===== src/rtl/mem_sched_pkg.sv =====
// Shared types and helpers for the two-requester memory access scheduler.
package mem_sched_pkg;

    localparam int NREQ   = 2;
    localparam int CMD_AW = 32;
    localparam int CMD_DW = 32;

    // One memory-bus command as it is registered toward the memory.
    typedef struct packed {
        logic              write;
        logic              read;
        logic [CMD_AW-1:0] addr;
        logic [CMD_DW-1:0] wdata;
    } cmd_t;

    // Tag carried alongside a read so its data can be routed back to the issuer.
    typedef struct packed {
        logic valid;
        logic id;
    } rtag_t;

    // Round-robin pick between two eligible requesters; last is the previous winner.
    function automatic logic [NREQ-1:0] rr_pick(input logic [NREQ-1:0] elig, input logic last);
        rr_pick = elig;
        if (elig == 2'b11) begin
            rr_pick = last ? 2'b01 : 2'b10;
        end
    endfunction

endpackage


===== src/rtl/mem_access_sched_if.sv =====
// Requester handshake plus memory-bus signals of the scheduler.
interface mem_access_sched_if #(
    parameter int AW = 32,
    parameter int DW = 32
);
    // A requester raises req[i] with we/addr/wdata stable and holds them until it
    // sees gnt[i] high in the same cycle; it may change or drop them the cycle after.
    logic [1:0]    req;
    logic [1:0]    we;
    logic [AW-1:0] req_addr0;
    logic [AW-1:0] req_addr1;
    logic [DW-1:0] req_wdata0;
    logic [DW-1:0] req_wdata1;
    logic [1:0]    gnt;
    logic [1:0]    rvalid;
    logic [DW-1:0] rdata_o;
    logic          rd_served;
    logic          write;
    logic          read;
    logic [AW-1:0] addr;
    logic [DW-1:0] wdata;
    logic          wr_valid;
    logic [DW-1:0] rdata;

    modport slave (
        input  req, we, req_addr0, req_addr1, req_wdata0, req_wdata1, rdata,
        output gnt, rvalid, rdata_o, rd_served, write, read, addr, wdata, wr_valid
    );

    modport master (
        output req, we, req_addr0, req_addr1, req_wdata0, req_wdata1, rdata,
        input  gnt, rvalid, rdata_o, rd_served, write, read, addr, wdata, wr_valid
    );

endinterface


===== src/rtl/rd_tag_pipe.sv =====
// Read tag delay line: aligns each read's requester id with its returning data.
module rd_tag_pipe
    import mem_sched_pkg::*;
#(
    parameter int RD_LAT = 0,
    parameter int DW     = 32
) (
    input  logic            clk,
    input  logic            rst,
    input  rtag_t           i_tag,
    input  logic [DW-1:0]   i_rdata,
    output logic [NREQ-1:0] o_rvalid,
    output logic [DW-1:0]   o_rdata,
    output logic            o_rd_served
);

    // Entry 0 lines up with the cycle the read is on the bus; entry RD_LAT with its data.
    rtag_t [RD_LAT:0] r_pipe;
    rtag_t            w_out;

    always_ff @(posedge clk) begin
        if (rst) begin
            r_pipe <= '0;
        end else begin
            r_pipe[0] <= i_tag;
            for (int k = 1; k <= RD_LAT; k++) begin
                r_pipe[k] <= r_pipe[k-1];
            end
        end
    end

    assign w_out       = r_pipe[RD_LAT];
    assign o_rvalid    = {w_out.valid & w_out.id, w_out.valid & ~w_out.id};
    assign o_rd_served = w_out.valid;
    assign o_rdata     = w_out.valid ? i_rdata : '0;

endmodule


===== src/rtl/mem_access_sched.sv =====
// Round-robin scheduler of two requesters onto one single-port memory bus.
module mem_access_sched
    import mem_sched_pkg::*;
#(
    parameter int AW     = 32,
    parameter int DW     = 32,
    parameter int RD_LAT = 0
) (
    input  logic               clk,
    input  logic               rst,
    mem_access_sched_if.slave  bus
);

    cmd_t            r_cmd;
    logic            r_last_gnt;
    logic [NREQ-1:0] w_haz;
    logic [NREQ-1:0] w_elig;
    logic [NREQ-1:0] w_gnt;
    logic            w_id;
    logic            w_we;
    rtag_t           w_tag;

    // A write matching the write now on the bus sits out one cycle.
    assign w_haz[0] = bus.we[0] & r_cmd.write & (bus.req_addr0 == r_cmd.addr[AW-1:0]);
    assign w_haz[1] = bus.we[1] & r_cmd.write & (bus.req_addr1 == r_cmd.addr[AW-1:0]);
    assign w_elig   = bus.req & ~w_haz;
    assign w_gnt    = rst ? '0 : rr_pick(w_elig, r_last_gnt);
    assign w_id     = w_gnt[1];
    assign w_we     = bus.we[w_id];

    always_ff @(posedge clk) begin
        if (rst) begin
            r_cmd      <= '0;
            r_last_gnt <= 1'b1;
        end else begin
            r_cmd.write <= (|w_gnt) & w_we;
            r_cmd.read  <= (|w_gnt) & ~w_we;
            if (|w_gnt) begin
                r_cmd.addr  <= CMD_AW'(w_id ? bus.req_addr1 : bus.req_addr0);
                r_cmd.wdata <= CMD_DW'(w_id ? bus.req_wdata1 : bus.req_wdata0);
                r_last_gnt  <= w_id;
            end
        end
    end

    assign w_tag.valid = (|w_gnt) & ~w_we;
    assign w_tag.id    = w_id;

    rd_tag_pipe #(
        .RD_LAT (RD_LAT),
        .DW     (DW)
    ) u_rd_tag_pipe (
        .clk         (clk),
        .rst         (rst),
        .i_tag       (w_tag),
        .i_rdata     (bus.rdata),
        .o_rvalid    (bus.rvalid),
        .o_rdata     (bus.rdata_o),
        .o_rd_served (bus.rd_served)
    );

    assign bus.gnt      = w_gnt;
    assign bus.write    = r_cmd.write;
    assign bus.read     = r_cmd.read;
    assign bus.addr     = r_cmd.addr[AW-1:0];
    assign bus.wdata    = r_cmd.wdata[DW-1:0];
    assign bus.wr_valid = r_cmd.write;

endmodule


===== src/flat_wrapper.sv =====
// flat-port wrapper written by rule: the top's interface ports become plain ports
module mem_access_sched_flat import mem_sched_pkg::*;
#(
    parameter int AW     = 32,
    parameter int DW     = 32,
    parameter int RD_LAT = 0
)
  (clk, rst, bus_req, bus_we, bus_req_addr0, bus_req_addr1, bus_req_wdata0, bus_req_wdata1, bus_rdata, bus_gnt, bus_rvalid, bus_rdata_o, bus_rd_served, bus_write, bus_read, bus_addr, bus_wdata, bus_wr_valid);
  mem_access_sched_if #(.AW(AW), .DW(DW)) bus_i ();
  input  logic clk;
  input  logic rst;
  input wire logic [$bits(bus_i.req)-1:0] bus_req;
  input wire logic [$bits(bus_i.we)-1:0] bus_we;
  input wire logic [$bits(bus_i.req_addr0)-1:0] bus_req_addr0;
  input wire logic [$bits(bus_i.req_addr1)-1:0] bus_req_addr1;
  input wire logic [$bits(bus_i.req_wdata0)-1:0] bus_req_wdata0;
  input wire logic [$bits(bus_i.req_wdata1)-1:0] bus_req_wdata1;
  input wire logic [$bits(bus_i.rdata)-1:0] bus_rdata;
  output wire logic [$bits(bus_i.gnt)-1:0] bus_gnt;
  output wire logic [$bits(bus_i.rvalid)-1:0] bus_rvalid;
  output wire logic [$bits(bus_i.rdata_o)-1:0] bus_rdata_o;
  output wire logic [$bits(bus_i.rd_served)-1:0] bus_rd_served;
  output wire logic [$bits(bus_i.write)-1:0] bus_write;
  output wire logic [$bits(bus_i.read)-1:0] bus_read;
  output wire logic [$bits(bus_i.addr)-1:0] bus_addr;
  output wire logic [$bits(bus_i.wdata)-1:0] bus_wdata;
  output wire logic [$bits(bus_i.wr_valid)-1:0] bus_wr_valid;
  assign bus_i.req = bus_req;
  assign bus_i.we = bus_we;
  assign bus_i.req_addr0 = bus_req_addr0;
  assign bus_i.req_addr1 = bus_req_addr1;
  assign bus_i.req_wdata0 = bus_req_wdata0;
  assign bus_i.req_wdata1 = bus_req_wdata1;
  assign bus_i.rdata = bus_rdata;
  assign bus_gnt = bus_i.gnt;
  assign bus_rvalid = bus_i.rvalid;
  assign bus_rdata_o = bus_i.rdata_o;
  assign bus_rd_served = bus_i.rd_served;
  assign bus_write = bus_i.write;
  assign bus_read = bus_i.read;
  assign bus_addr = bus_i.addr;
  assign bus_wdata = bus_i.wdata;
  assign bus_wr_valid = bus_i.wr_valid;
  mem_access_sched #(.AW(AW), .DW(DW), .RD_LAT(RD_LAT)) u_core (.clk(clk), .rst(rst), .bus(bus_i));
endmodule

===== config.mk =====
export PLATFORM = sky130hd
export DESIGN_NAME = mem_access_sched_flat
export DESIGN_NICKNAME = d
export VERILOG_FILES = /design/src/rtl/mem_sched_pkg.sv /design/src/rtl/mem_access_sched_if.sv /design/src/rtl/rd_tag_pipe.sv /design/src/rtl/mem_access_sched.sv /design/src/flat_wrapper.sv
export SDC_FILE = /design/constraint.sdc
export NUM_CORES = 1
export LEC_CHECK = 0
export ABC_AREA = 1
export CAP_MARGIN = 20
export CORE_AREA = 2 2 105 107
export DETAILED_ROUTE_END_ITERATION = 8
export DIE_AREA = 0 0 107 109
export DONT_BUFFER_PORTS = 1
export SLEW_MARGIN = 30
export SYNTH_ARGS = -nofsm -noshare
export SYNTH_HDL_FRONTEND = slang
export SYNTH_HIERARCHICAL = 1
export SYNTH_SLANG_ARGS = --single-unit

===== constraint.sdc =====
create_clock -name clk -period 4.3 [get_ports clk]
set_input_delay 0.645 -clock clk [delete_from_list [all_inputs] [get_ports clk]]
set_output_delay 0.645 -clock clk [all_outputs]
set_load 0.02 [all_outputs]

# Word level (Yosys, flattened, before mapping)
# Cells that the tools add are included.
# classes
n_lt_le_gt_ge,1
eq_ne,3
muxes,8
bitwise,12
reduce_logical,1
# op_table
op,n
32-bit two-way mux,3
32-bit == test,2
1-bit bitwise AND,8
2-bit two-way mux,3
2-bit bitwise AND,1
2-bit == test (second input constant),1
1-bit by 2-bit less-than comparator with 1-bit output (second input constant),1
1-bit two-way mux,2
1-bit NOT,2
2-bit NOT,1
2-bit OR reduction,1
# totals
regBits,68
in_bits,166
output_inout_bits,104
elab_cells,31

# Logic depth before layout (Yosys ltp)
# Gate-level depths: netlist of the first run.
# depth
word_depth,11
ltp_mapped,18

# By module
# The synthesis of the first run kept the hierarchy.
# modules_own_cells
module,instances,cells_per_inst,area_per_inst_um2,seq_area_each_um2
mem_access_sched,1,675,4247.8,1341.3
rd_tag_pipe,1,78,351.6,40.0

# Worst setup path before layout of the first run
# OpenSTA, ideal clock, no wires.
# synth_timing
path_type,input -> output
from,in bus_req_addr1[28]
to,out bus_gnt[0]
arrival_time_ns,1.962
t_required_ns,3.655
slack_ns,1.693
cell_stages,13
path_buffers,1
path_cell_list,inv_1 nand2_1 nand2_1 nor2_1 nand2_1 nor2_1 nand2_1 nor2_1 nand2_1 nand2_2 buf_2 nor2_1 nor3_1
# synth_via
elab_chain_len,7
# synth_lines
element,line_no,source
"start, declared",flat_wrapper.sv:15,input wire logic [$bits(bus_i.req_addr1)-1:0] bus_req_addr1;
32-bit == test,mem_access_sched.sv:25,assign w_haz[1] = bus.we[1] & r_cmd.write & (bus.req_addr1 == r_cmd.addr[AW-1:0]);
1-bit bitwise AND,mem_access_sched.sv:25,
2-bit NOT,mem_access_sched.sv:26,assign w_elig = bus.req & ~w_haz;
2-bit bitwise AND,mem_access_sched.sv:26,
2-bit == test,mem_sched_pkg.sv:25,if (elig == 2'b11) begin
2-bit two-way mux,mem_sched_pkg.sv:25,
2-bit two-way mux,mem_access_sched.sv:27,"assign w_gnt = rst ? '0 : rr_pick(w_elig, r_last_gnt);"
"end, declared",flat_wrapper.sv:19,output wire logic [$bits(bus_i.gnt)-1:0] bus_gnt;
# No other way between the ends.

# Final worst setup path of the first run
# layout_timing
from,reg u_core/bus.wr_valid (netlist name)
to,out bus_gnt[1]
# layout_via
elab_chain_len,7
elab_cells_between_ends,9
classes_between,1 x eq/ne; 2 x mux; 6 x bitwise
# layout_lines
element,line_no
"1-bit bitwise AND, on equally long branches (2 in a row)","mem_access_sched.sv:24, mem_access_sched.sv:25"
2-bit NOT (*),mem_access_sched.sv:26
2-bit bitwise AND (*),mem_access_sched.sv:26
2-bit == test,mem_sched_pkg.sv:25
2-bit two-way mux (*),mem_sched_pkg.sv:25
2-bit two-way mux (*),mem_access_sched.sv:27
# Mark *: on every way between the ends. The rest lies on a longest branch, timed or not.

==> results by group, run 1 <==
Clock network
  – Sink Count: 69
  – Clock buffer count from CTS: 9
  – CTS Buffer Depth: 2
  – Post-CTS Setup Bufs: 0
  – CTS Hold Bufs: 0
  – H-tree depth: 3
  – PostCTS Resize Cnt: 0
  – CTS tree: built
  – Root buffer cell: clkbuf_8
  – Clock insertion delay at the later pin of the skew report: 0.36 ns
  – Clk slew on worst S/H paths: 0.07 ns

STA
  – RSZ-0062 raised after global routing: no
  – Clock skew: between 0.015 and 0.02 ns
  – Worst hold slack: 0.358 ns
  – Setup TNS: 0 ns
  – Fin. Hold Viols: 0
  – Worst-Margin Slew: 0.712 ns
  – Max Slew Vio Count: 0
  – Fmax: 304 MHz
  – Fin crit share: around 76%
  – Rel. slew slack: about 53%
  – Tmin final: between 3 and 4 ns
  – Setup violations, final: 0

Global routing
  – GRT Overall Usage: 25.4%
  – Vias in the first global route: about 4,500
  – GRT Residual Overflow: 0
  – Largest net degree at the start of global routing: between 60 and 70
  – Initial antenna violation count: 0
  – First-pass GRT wire length: 22,800 um

Place
  – DP Cell Count: 855
  – Port-buffer cells: 0
  – Routability cong.: 0.868
  – Post-DP HPWL: 11,000 um

Drt
  – Vias per Instance: 5.47
  – Post-route DRC: 0
  – Avg WL per Cell: 17.3 um
  – Final wirelength: 15,100 um
  – Final ANT Viol Nets: 0
  – First-pass iteration count of the detailed router: 5
  – Initial DRC Count: 418
  – DR vias: 4,756

Floorplan
  – Die width: 107 um
  – # IOs: 270
  – Initial core utilization: a little over two fifths
  – Total core area: 0.0106 mm2
  – Die height: 109 um
  – Std cell rows: 38
  – Die ar.: 0.0117 mm2

Power
  – Pwr dens: ~350 mW/mm2
  – Maximum vdd drop: about 0.00015 V
  – Leak Pwr: 0.00250 uW

Finish
  – Commonest non-fill, non-tap cell in the layout: nand2_1
  – Core Util, Final: 44.9%
  – Post-layout instance count excluding filler cells: 869
  – Antenna cells: 0
  – Number of fill cells: 1,139
  – Final net count: 892
  – Layout cells sized above 1: 5.49%
  – Most frequent cells in the layout: 223 x nand2_1, 142 x nand3_1, 109 x inv_1
  – Area growth syn-to-layout: 3.43%

Worst setup path
  – Worst Path Max Fanout: 32
  – Critical path endpoint category: output pin
  – Critical path arrival: around 2.6 ns
  – Crit Path Category: reg2out
  – Type of origin of the critical path: flop
  – CP Data Required Time: approximately 3.7 ns

Logic synthesis
  – Syn nets: 919
  – Post-synthesis sequential area ratio: 30.0%
  – Synth Warn #: 6
  – Post-Syn Area per Cell: 6.11 um2
  – Synth cell types: 28
  – Synth Register Bits: 69
  – Post-Synthesis Cells: around 750
  – Synth Cell Area: 0.00460 mm2

Hold path
  – HP Class: in2reg

Status
  – Status: complete, no violations

Job
  – Max-Cap Viols: 0
metal layers:
metal  GRT usage, %  routed length (um)  vias to the layer above
li1               -                   -                     2327
met1           28.3                5730                     2164
met2           42.9                7310                      240
met3           10.0                1640                       25
met4           11.5                 392                        0
met5              0                   0                        -
per-stage QoR:
step           power [uW]  setup slack [ns]  cell area (um2)
6_report             1670              1.02             4760
5_1_grt              1750             0.814             4760
4_1_cts              1680              1.04             4760
3_5_place_dp         1160              1.27             4580
3_3_place_gp         1150              1.32             4570
2_1_floorplan        1090              1.69             4600
critical path: stages, from the launching register on:
cell and delay, ns:
dfxtp_1 0.62, nand2_1 0.09, a21oi_1 0.16, nand3_1 0.10, nor2_1 0.14, nand2_1 0.09
nor2_1 0.10, nand2_1 0.07, nand2_2 0.29, nor2_4 0.07, nand2_4 0.31, inv_2 0.23
synthesized netlist by cell type:
library cell | n | area share (%)
nand2_1 | 223 | 18
nand3_1 | 142 | 15
inv_1 | 109 | 8.9
dfxtp_1 | 69 | 30
nand4_1 | 44 | 6.0
nor2_1 | 40 | 3.3
nand3b_1 | 20 | 3.3
xnor2_1 | 16 | 3.0
buf_2 | 14 | 1.5
clkbuf_1 | 14 | 1.1
buf_4 | 11 | 1.8
inv_2 | 9 | 0.73
a21oi_1 | 8 | 0.87
buf_6 | 6 | 1.5
or2_0 | 5 | 0.68
xor2_1 | 4 | 0.76
a31o_2 | 3 | 0.57
o22ai_1 | 3 | 0.41
buf_1 | 2 | 0.16
nand2_2 | 2 | 0.27
or2_1 | 2 | 0.27
nand2_4 | 1 | 0.24
nand3_2 | 1 | 0.22
nor2_4 | 1 | 0.24
nor3_1 | 1 | 0.11
nor3b_1 | 1 | 0.16
o21ai_0 | 1 | 0.11
o21ai_1 | 1 | 0.11
path summary, 6_finish.rpt:
path | start | endpoint | slack [ns] | cells past startpoint
setup / recovery | u_core/bus.wr_valid | bus_gnt[1] | 1.02 | 11
hold / removal | rst | u_core/u_rd_tag_pipe/o_rd_served | 0.36 | 1
setup reg to reg | u_core/bus.addr[19] | u_core/u_rd_tag_pipe/o_rd_served | 1.27 | 16
hold reg to reg | u_core/r_last_gnt | u_core/r_last_gnt | 0.52 | 2
flip-flops by register name, summed over array words and instances (netlist names):
signal and cells:
u_core/bus.addr 32, u_core/bus.read 1, u_core/bus.wdata 32, u_core/bus.wr_valid 1, u_core/r_last_gnt 1, u_core/u_rd_tag_pipe/o_rd_served 1, u_core/u_rd_tag_pipe/r_pipe 1
power by group:
group / switching (uW) / leakage (uW) / total [uW] / internal, uW
Clock: 244 / 0.0000923 / 522 / 277
Sequential: 147 / 0.000576 / 848 / 701
Combinational: 191 / 0.00183 / 300 / 108
Total: 583 / 0.00250 / 1670 / 1090
layout make-up:
type                            instances  area (um2)  area share (%)
Tap cell                              140         175            3.68
Multi-Input combinational cell        519        2510            52.7
Timing Repair Buffer                    9        67.6            1.42
Sequential cell                        69        1380            29.1
Clock inverter                          2        35.0           0.736
Clock buffer                           12         145            3.05
Inverter                              118         445            9.36
logic make-up (layout without fill, tap and decap cells):
| group | count (synthesis) | after routing | synth area share, % |
|---|---|---|---|
| buf+inv | 165 | 141 | 15.7 |
| flops | 69 | 69 | 30.0 |
| compound gates | 16 | 16 | 2.07 |
| simple gates | 483 | 483 | 48.4 |
| xor+xnor | 20 | 20 | 3.81 |
(Power assumes the default switching activity.)
==> run 2: changes to the inputs <==
- ABC_AREA: 1 -> 0
- clock period: 4.3 -> 2.6 ns (I/O delays scaled with it)
==> results by group, run 2 <==
Logic synthesis
  – Synth cell types: 29 (was 28)
  – Count leader, synth: dfxtp_1 (was nand2_1)
  – Synth top cells by count: 69 x dfxtp_1, 37 x and4_1, 36 x a221o_1, 34 x and2_1, 33 x nand3_1 (was 223 x nand2_1, 142 x nand3_1, 109 x inv_1, 69 x dfxtp_1, 44 x nand4_1)
  – Synth Warn #: 6 (unchanged)
  – Post-synth EDFFs: 0 (unchanged)
  – Post-Syn Area per Cell: 9.09 um2 (was 6.11 um2)
  – Synth Register Bits: 69 (unchanged)
  – Post-synthesis sequential area ratio: 34.1% (was 30.0%)
  – Ranking of synthesized cells by area: dfxtp_1 34%, a221o_1 8.9%, and4_1 8.0% (was dfxtp_1 30%, nand2_1 18%, nand3_1 15%)
  – Post-Synthesis Cells: 446 (was 753)
  – Area share of the largest cell type after synthesis: 34.1% (was 30.0%)
  – Asr flop ratio synth: 0% (unchanged)
  – Synth area leader: dfxtp_1 (unchanged)
  – Syn nets: 612 (was 919)
  – Synth Cell Area: 0.00406 mm2 (was 0.00460 mm2)
  – Main synth FF type: dfxtp_1 (unchanged)

Worst setup path
  – Crit Path Category: reg2out (unchanged)
  – Worst path depth: 6 (was 11)
  – Crit-path cells: xnor2_2 > nand4_1 > or4_4 > o31a_1 > a211oi_4 > buf_12 (was nand2_1 > a21oi_1 > nand3_1 > nor2_1 > nand2_1 > nor2_1 > nand2_1 > nand2_2 > nor2_4 > nand2_4 > inv_2)
  – Critical path endpoint category: output pin (unchanged)
  – R2R depth: 10 (was 16)
  – CP Data Required Time: 2.21 ns (was 3.65 ns)
  – CP bufs+invs: 1 (unchanged)
  – Delay-heaviest family, CP: simple AND/OR/NAND/NOR gates (unchanged)
  – Critical path arrival: 2.34 ns (was 2.64 ns)
  – Type of origin of the critical path: flop (unchanged)
  – Worst Path Max Fanout: 5 (was 32)
  – CP max stage cell: or4_4 (was dfxtp_1)
  – CP max stage delay: 0.54 ns (was 0.62 ns)

Drt
  – Post-route DRC: 0 (unchanged)
  – DR vias: 4,022 (was 4,756)
  – Final ANT Viol Nets: 0 (unchanged)
  – Initial DRC Count: 486 (was 418)
  – Final wirelength: 15,900 um (was 15,100 um)
  – Vias per Instance: 6.39 (was 5.47)
  – Avg WL per Cell: 25.2 um (was 17.3 um)
  – First-pass iteration count of the detailed router: 6 (was 5)

Clock network
  – Sink Count: 69 (unchanged)
  – Clock buffer count from CTS: 9 (unchanged)
  – Root buffer cell: clkbuf_8 (unchanged)
  – CTS tree: built (unchanged)
  – CTS Buffer Depth: 2 (unchanged)
  – Clock insertion delay at the later pin of the skew report: 0.37 ns (was 0.36 ns)
  – H-tree depth: 3 (unchanged)
  – CTS Hold Bufs: 0 (unchanged)
  – Clk slew on worst S/H paths: 0.09 ns (was 0.07 ns)

Global routing
  – Initial antenna violation count: 0 (unchanged)
  – First-pass GRT wire length: 22,000 um (was 22,800 um)
  – GRT Residual Overflow: 0 (unchanged)
  – Vias in the first global route: 3,912 (was 4,508)
  – Largest net degree at the start of global routing: 65 (unchanged)
  – GRT Overall Usage: 25.1% (was 25.4%)

STA
  – Setup violations, final: 30 (was 0)
  – RSZ-0062 raised after global routing: yes (was no)
  – Fin. Hold Viols: 0 (unchanged)
  – Rel. slew slack: 55.9% (was 52.5%)
  – Worst-Margin Slew: 0.660 ns (was 0.712 ns)
  – PnR worst setup slack: -0.134 ns (was 1.02 ns)
  – Fmax: about 370 MHz
  – Setup TNS: -1.32 ns (was 0 ns)
  – Max Slew Vio Count: 0 (unchanged)
  – Tmin final: roughly 2.7 ns
  – Fin crit share: 105%
  – Clock skew: 0.00974 ns (was 0.0161 ns)

Finish
  – Final net count: 650 (was 892)
  – Antenna cells: 0 (unchanged)
  – Commonest non-fill, non-tap cell in the layout: buf_4 (was nand2_1)
  – Largest registers: u_core/bus.addr x32, u_core/bus.wdata x32 (unchanged)
  – Area growth syn-to-layout: 29.5% (was 3.43%)
  – Most frequent cells in the layout: 62 x buf_4, 54 x dfxtp_1, 37 x and4_1 (was 223 x nand2_1, 142 x nand3_1, 109 x inv_1)
  – Number of fill cells: 1,006 (was 1,139)
  – Layout cells sized above 1: 30.3% (was 5.49%)

Floorplan
  – Die height: 109 um (unchanged)
  – Total core area: 0.0106 mm2 (unchanged)
  – Die width: 107 um (unchanged)
  – Initial core utilization: 38.2% (was 43.4%)
  – # IOs: 270 (unchanged)
  – Std cell rows: 38 (unchanged)
  – Die ar.: 0.0117 mm2 (unchanged)

Place
  – Port-buffer cells: 0 (unchanged)
  – Routability cong.: 0.866 (was 0.868)
  – Post-DP HPWL: 11,100 um (was 11,000 um)
  – DP Worst Slack: 0.0348 ns (was 1.27 ns)

Hold path
  – HP Class: in2reg (unchanged)
  – Worst hold stages: 1 (unchanged)

Power
  – Pwr dens: 565 mW/mm2 (was 351 mW/mm2)
  – Leak Pwr: 0.00203 uW (was 0.00250 uW)
  – Maximum vdd drop: 0.000260 V (was 0.000152 V)

Status
  – Status: complete, but fails checks (was complete, no violations)
  – Failing checks: setup timing

Job
  – Max-Cap Viols: 0 (unchanged)
run 2: cell types whose count changed in the layout (fill, tap and decap cells not counted), sizes merged, moves of 36 or more:
cell	change
and4	+37
buf	+60
nor2	-40
inv	-113
nand4	-36
nand2	-225
a221o	+36
nand3	-110
run 2: worst register-to-register path, stage by stage (launching register included):
cell	delay [ns]
dfxtp_4	0.38
xnor2_2	0.17
nand4_1	0.12
or4_4	0.60
o31ai_4	0.36
a211oi_4	0.09
buf_4	0.15
buf_6	0.11
buf_8	0.14
buf_16	0.14
a221o_1	0.32
run 2: through the flow:
stage          instances  utilization [%]  hold slack [ns]  total power (uW)  area, um2
3_5_place_dp         596             42.5            0.471              1920       4510
4_1_cts              618             46.0           0.0626              2910       4880
5_1_grt              629             49.5           0.0629              3100       5250
3_3_place_gp         596             42.5            0.469              1910       4510
2_1_floorplan        446                -            0.462              1700       4060
6_report             629             49.5           0.0789              2970       5250
run 2: final timing paths:
check                 startpoint                             end  slack (ns)
max          u_core/bus.addr[21]                      bus_gnt[0]       -0.13
min                          rst  u_core/u_rd_tag_pipe/r_pipe[0]        0.08
max reg2reg  u_core/bus.addr[23]            u_core/bus.wdata[30]       -0.07
min reg2reg    u_core/r_last_gnt               u_core/r_last_gnt        0.62
run 2: layout make-up:
type                       instances  area (um2)  area share [%]
clock buffer                       9         124            2.36
clock inverter                     7        82.6            1.57
inverter                           2        7.51           0.143
multi-input combinational        329        2760            52.5
sequential                        69        1410            26.9
tap                              140         175            3.34
timing repair buffer              73         691            13.2
run 2: cell families after synthesis:
kind of cell	count (synthesis)	synth area share, %
AO/OA/AOI/OAI	134	24.8
buffers and inverters	48	5.49
XOR/XNOR	64	13.8
AND/OR/NAND/NOR	131	21.8
flip-flops	69	34.1
run 2: report_power, final:
part / internal (uW) / switching (uW) / total, uW / leakage [uW]
clock network: 458 / 494 / 951 / 0.0000984
logic: 322 / 394 / 716 / 0.00135
registers: 1150 / 150 / 1300 / 0.000580
run 2: timing repair:
action	CTS	global route
endpoints found under the setup margin	2	36
buffers inserted	4	8
gates resized for setup	12	47
pin swaps	7	22
gates cloned	2	4
endpoints found under the hold margin	0	0
run 2: routing by layer:
| layer | share of wire, % | up-vias | routed length, um | global-route usage (%) |
|---|---|---|---|---|
| li1 | - | 1807 | - | - |
| met1 | 37 | 1890 | 5830 | 27.6 |
| met2 | 47 | 280 | 7510 | 41.3 |
| met3 | 12 | 45 | 1870 | 10.5 |
| met4 | 4.1 | 0 | 654 | 13.8 |
| met5 | 0 | - | 0 | 0 |
